**config.mk**
```make
export PLATFORM = sky130hd
export DESIGN_NAME = mem_stage
export DESIGN_NICKNAME = d
export VERILOG_FILES = /design/src/rtl/mem_stage_pkg.sv /design/src/rtl/mem_wb_reg.sv /design/src/rtl/mem_stage.sv
export SDC_FILE = /design/constraint.sdc
export NUM_CORES = 1
export LEC_CHECK = 0
export ABC_AREA = 1
export ABC_CLOCK_PERIOD_IN_PS = 1300
export CAP_MARGIN = 30
export CORE_MARGIN = 3
export CORE_UTILIZATION = 34
export DETAILED_ROUTE_END_ITERATION = 12
export PLACE_DENSITY = 0.85
export REMOVE_ABC_BUFFERS = 1
export SLEW_MARGIN = 15
export SYNTH_ARGS = -nofsm -noshare
export SYNTH_HDL_FRONTEND = slang
export SYNTH_SLANG_ARGS = --single-unit
```
**constraint.sdc**
```tcl
create_clock -name clk -period 1.3 [get_ports clk]
set_input_delay 0.325 -clock clk [delete_from_list [all_inputs] [get_ports clk]]
set_output_delay 0.325 -clock clk [all_outputs]
set_load 0.01 [all_outputs]
```
**src/rtl/mem_stage_pkg.sv**
```systemverilog
// Shared constants and types for the 16-bit core pipeline.
// Used by the memory stage and its write-back register.
package mem_stage_pkg;

  localparam int unsigned CORE_DATA_W = 16;
  localparam int unsigned CORE_REG_AW = 3;

  typedef enum logic {
    StIdle = 1'b0,
    StWait = 1'b1
  } mem_state_e;

endpackage

```
**src/rtl/mem_wb_reg.sv**
```systemverilog
// Write-back pipeline register with load, bubble and synchronous reset controls.
// A bubble clears only the write enable so downstream sees a harmless no-op.
module mem_wb_reg
  import mem_stage_pkg::*;
#(
  parameter int unsigned DATA_W = CORE_DATA_W,
  parameter int unsigned REG_AW = CORE_REG_AW
) (
  input  logic              clk,
  input  logic              reset,
  input  logic              load,
  input  logic              bubble,
  input  logic [DATA_W-1:0] next_alu_result,
  input  logic [DATA_W-1:0] next_store_mem,
  input  logic [REG_AW-1:0] next_rd,
  input  logic              next_reg_write,
  input  logic              next_reg_store,
  output logic [DATA_W-1:0] alu_result,
  output logic [DATA_W-1:0] store_mem,
  output logic [REG_AW-1:0] rd,
  output logic              reg_write,
  output logic              reg_store
);

  always_ff @(posedge clk) begin
    if (reset) begin
      alu_result <= '0;
      store_mem  <= '0;
      rd         <= '0;
      reg_write  <= 1'b0;
      reg_store  <= 1'b0;
    end else if (load) begin
      alu_result <= next_alu_result;
      store_mem  <= next_store_mem;
      rd         <= next_rd;
      reg_write  <= next_reg_write;
      reg_store  <= next_reg_store;
    end else if (bubble) begin
      reg_write  <= 1'b0;
    end
  end

endmodule

```
**src/rtl/mem_stage.sv**
```systemverilog
// Memory pipeline stage: ready-handshaked data-memory access feeding write-back,
// with upstream stall while waiting and a watchdog that drops hung accesses.
module mem_stage
  import mem_stage_pkg::*;
#(
  parameter int unsigned DATA_W  = CORE_DATA_W,
  parameter int unsigned REG_AW  = CORE_REG_AW,
  parameter int unsigned TIMEOUT = 15
) (
  input  logic              clk,
  input  logic              reset,
  input  logic              ex_valid,
  input  logic [DATA_W-1:0] ex_ALUResult,
  input  logic [DATA_W-1:0] ex_storeData,
  input  logic [REG_AW-1:0] ex_rd,
  input  logic              ex_RegWrite,
  input  logic              ex_RegStore,
  input  logic              ex_MemRead,
  input  logic              ex_MemWrite,
  output logic              dmem_req,
  output logic              dmem_we,
  output logic [DATA_W-1:0] dmem_addr,
  output logic [DATA_W-1:0] dmem_wdata,
  input  logic [DATA_W-1:0] dmem_rdata,
  input  logic              dmem_ready,
  output logic              mem_stall,
  output logic              mem_fault,
  output logic [DATA_W-1:0] ALUResult,
  output logic [DATA_W-1:0] StoreMem,
  output logic [REG_AW-1:0] rdWB,
  output logic              RegWrite,
  output logic              RegStore
);

  localparam int unsigned CntW = 8;

  mem_state_e        state_q, state_d;
  logic [CntW-1:0]   cnt_q, cnt_d;
  logic              fault_q, fault_d;
  logic              memop;
  logic              wb_load, wb_bubble;
  logic [DATA_W-1:0] wb_store_mem;

  assign memop      = ex_valid & (ex_MemRead | ex_MemWrite);
  assign dmem_we    = ex_MemWrite;
  assign dmem_addr  = ex_ALUResult;
  assign dmem_wdata = ex_storeData;
  assign mem_fault  = fault_q;

  always_comb begin
    state_d      = state_q;
    cnt_d        = cnt_q;
    fault_d      = fault_q;
    dmem_req     = 1'b0;
    mem_stall    = 1'b0;
    wb_load      = 1'b0;
    wb_bubble    = 1'b0;
    wb_store_mem = ex_MemRead ? dmem_rdata : '0;

    unique case (state_q)
      StIdle: begin
        if (memop) begin
          dmem_req = 1'b1;
          if (dmem_ready) begin
            wb_load = 1'b1;
          end else begin
            mem_stall = 1'b1;
            wb_bubble = 1'b1;
            state_d   = StWait;
            cnt_d     = CntW'(1);
          end
        end else begin
          // Non-memory ops (and bubbles) pass straight through with no load data.
          wb_load      = 1'b1;
          wb_store_mem = '0;
        end
      end
      StWait: begin
        dmem_req = 1'b1;
        if (dmem_ready) begin
          wb_load = 1'b1;
          state_d = StIdle;
          cnt_d   = '0;
        end else if (cnt_q == CntW'(TIMEOUT)) begin
          // Abandon the access: release upstream so the instruction is dropped.
          fault_d   = 1'b1;
          wb_bubble = 1'b1;
          state_d   = StIdle;
          cnt_d     = '0;
        end else begin
          mem_stall = 1'b1;
          wb_bubble = 1'b1;
          cnt_d     = cnt_q + CntW'(1);
        end
      end
      default: begin
        state_d = StIdle;
        cnt_d   = '0;
      end
    endcase

    if (reset) begin
      dmem_req  = 1'b0;
      mem_stall = 1'b0;
    end
  end

  always_ff @(posedge clk) begin
    if (reset) begin
      state_q <= StIdle;
      cnt_q   <= '0;
      fault_q <= 1'b0;
    end else begin
      state_q <= state_d;
      cnt_q   <= cnt_d;
      fault_q <= fault_d;
    end
  end

  mem_wb_reg #(
    .DATA_W (DATA_W),
    .REG_AW (REG_AW)
  ) u_wb_reg (
    .clk             (clk),
    .reset           (reset),
    .load            (wb_load),
    .bubble          (wb_bubble),
    .next_alu_result (ex_ALUResult),
    .next_store_mem  (wb_store_mem),
    .next_rd         (ex_rd),
    .next_reg_write  (ex_valid & ex_RegWrite),
    .next_reg_store  (ex_RegStore),
    .alu_result      (ALUResult),
    .store_mem       (StoreMem),
    .rd              (rdWB),
    .reg_write       (RegWrite),
    .reg_store       (RegStore)
  );

endmodule

```
==> flow_metrics.env <==
export IMPL_outcome="finished, violations left"
export IMPL_violations="negative setup slack"
export IMPL_critPathCaptureType="primary output"
export IMPL_grt_start_max_net_pins=37
export IMPL_cap_violations=0
export IMPL_instances_no_fill=500
export IMPL_cp_max_fo=2
export IMPL_ff2ff_path_depth=7
export IMPL_regArea_um2=946
export IMPL_drt_initial_drc_count=113
export IMPL_worst_pin_slew_ns=0.338
export IMPL_p_per_area_nw_per_um2=975
export IMPL_final_common_cell="nor2_1"
export IMPL_ios=132
export IMPL_finalSetupViolCount=2
export IMPL_start_util_pct=36.3
export IMPL_rows=28
export IMPL_postPlaceCellArea_um2=3240
export IMPL_drive_gt1_share_pct=23.5
export IMPL_vias=2340
export IMPL_ys_ff_latch=47
export IMPL_crit_required_ns=0.98
export IMPL_cp_data_arrival_time_ns=1.33
export IMPL_clk_latency_ns=0.29
export IMPL_antenna_cells=0
export IMPL_hpwlAfterDp_mm=4.73
export IMPL_p_leak_uw=0.00169
export IMPL_cts_root_buffer="clkbuf_8"
export IMPL_antenna_found_initial=0
export IMPL_coreArea_um2=6130
export IMPL_dp_worst_setup_slack_ns=-0.894
export IMPL_relSlewSlack_pct=77.5
export IMPL_finalHoldViolCount=0
export IMPL_hold_buffers=0
export IMPL_multiInputGateArea_um2=981
export IMPL_dp_cells=481
export IMPL_ant_nets=0
export IMPL_yosys_warnings=0
export IMPL_cts_tree="done"
export IMPL_grt_pass1_wl_mm=10.3
export IMPL_setup_tns_ns=-0.405
export IMPL_syn_cell_area_um2=2230
export IMPL_die_area_um2=7560
export IMPL_synth_top_area_share_pct=42.2
export IMPL_final_cell_area_um2=3440
export IMPL_firstDrtPassIters=4
export IMPL_fin_crit_sh_pct=128
export IMPL_final_cell_mix="nor2_1 (82), nand2_1 (77), dfxtp_1 (43)"
export IMPL_nFillCells=543
export IMPL_syn_avg_cell_area_um2=7.01
export IMPL_clkTransAtPathRegs_ns=0.08
export IMPL_clockBufferDepth=2
export IMPL_holdPathStages=3
export IMPL_viasPerCell=4.68
export IMPL_period_needed_ns=1.66
export IMPL_grt_total_usage_pct=17.0
export IMPL_peakVddDrop_v=0.000501
export IMPL_routed_wl_mm=6.70
export IMPL_ys_top_cells_by_area="dfxtp_1 (42%), nor2_1 (14%), nand2_1 (13%)"
export IMPL_final_max_slew_viol_count=0
export IMPL_gr_total_overflow=0
export IMPL_ys_types=23
export IMPL_die_y_um=87.0
export IMPL_critPathLaunchType="register"
export IMPL_cts_sinks=47
export IMPL_rsz0062_at_grt="true"
export IMPL_postLayoutSetupSlackWorst_ns=-0.359
export IMPL_max_freq_mhz=603
export IMPL_numCtsBuffers=5
export IMPL_yosysSeqAreaShare_pct=42.2
export IMPL_hp_class="in2reg"
export IMPL_synth_cells=318
export IMPL_place_gp_congestion=0.871
export IMPL_io_buffers=99
export IMPL_nets=484
export IMPL_drc_errors=0
export IMPL_area_growth_pct=54.2
export IMPL_grt_pass1_vias=2210
export IMPL_yosysTopAreaCell="dfxtp_1"
export IMPL_skew_ns=0.00269
export IMPL_htreeDepth=2
export IMPL_wire_per_inst_um=13.4
export IMPL_die_w_um=87.0
export IMPL_crit_type="reg2out"
-- logic make-up after synthesis --
group                      synth area share (%)
and+or+nand+nor                            31.6
adders and majority gates                 0.561
AOI/OAI and AO/OA                          8.14
DFF                                        42.2
buffers and inverters                      17.5
-- through the flow --
step / total power (uW) / utilization (%) / hold WS [ns]
global placement: 2320 / 52.8 / 0.453
detailed placement: 2330 / 52.8 / 0.457
CTS: 3370 / 55.1 / 0.355
finish: 3350 / 56.0 / 0.364
global route: 3520 / 56.0 / 0.360
floorplan: 1830 / - / 0.394
-- final timing paths --
| check | slack [ns] | end | startpoint |
|---|---|---|---|
| setup / recovery | -0.36 | mem_stall | cnt_q[0]$_SDFFE_PP0P_ |
| hold / removal | 0.36 | u_wb_reg.reg_write$_SDFFE_PP0P_ | ex_valid |
| setup reg to reg | 0.06 | cnt_q[7]$_SDFFE_PP0P_ | cnt_q[2]$_SDFFE_PP0P_ |
| hold reg to reg | 0.47 | u_wb_reg.store_mem[11]$_SDFFE_PP0P_ | u_wb_reg.store_mem[11]$_SDFFE_PP0P_ |
-- synth_stat cells, drive strengths merged --
| master | count |
|---|---|
| nand4 | 1 |
| nand2 | 81 |
| clkbuf | 4 |
| ha | 1 |
| o21ai | 24 |
| buf | 42 |
| inv | 12 |
| or2 | 2 |
| nor2 | 87 |
| nand3 | 7 |
| a21oi | 10 |
| dfxtp | 47 |
-- state kept, by name (all words and copies together), names as in the netlist --
name and cells:
cnt_q 8, state_q 1, u_wb_reg.reg_write 1, u_wb_reg.reg_store 1
mem_fault 1, u_wb_reg.rd 3, u_wb_reg.alu_result 16, u_wb_reg.store_mem 16
-- worst max-delay path: stages (launching register included) --
cell and delay (ns):
dfxtp_2 0.36, ha_4 0.16, nand3_4 0.07, nor2_4 0.14
nand2_2 0.06, nand2_2 0.09, nor2_4 0.04, buf_6 0.13
-- repair_timing --
item                                    4_1_cts  5_1_grt
endpoints found under the setup margin      102       15
pin swaps                                    12        9
setup buffers                                11        1
gates resized for setup                     155       14
-- per-layer routing --
layer	global-route usage [%]	wire, um	part of all wire, %
met2	29.8	3380	50
met1	19.6	2590	39
met5	0	0	0
met3	5.49	561	8.4
met4	4.82	169	2.5
-- report_power, final --
| part | internal, uW | switching (uW) |
|---|---|---|
| Sequential | 1530 | 40.2 |
| Combinational | 367 | 343 |
| Clock | 622 | 453 |
| Total | 2510 | 837 |
-- layout make-up --
cell class              instances  share of cell area [%]
clock buffers                   6                    2.40
inverters                      12                    1.75
multi-input cells             213                    28.6
clock inverters                 2                    1.02
flip-flops and latches         47                    27.5
repair buffers                145                    36.0
well taps                      75                    2.73
No activity file was read; power rests on OpenSTA's default activity.
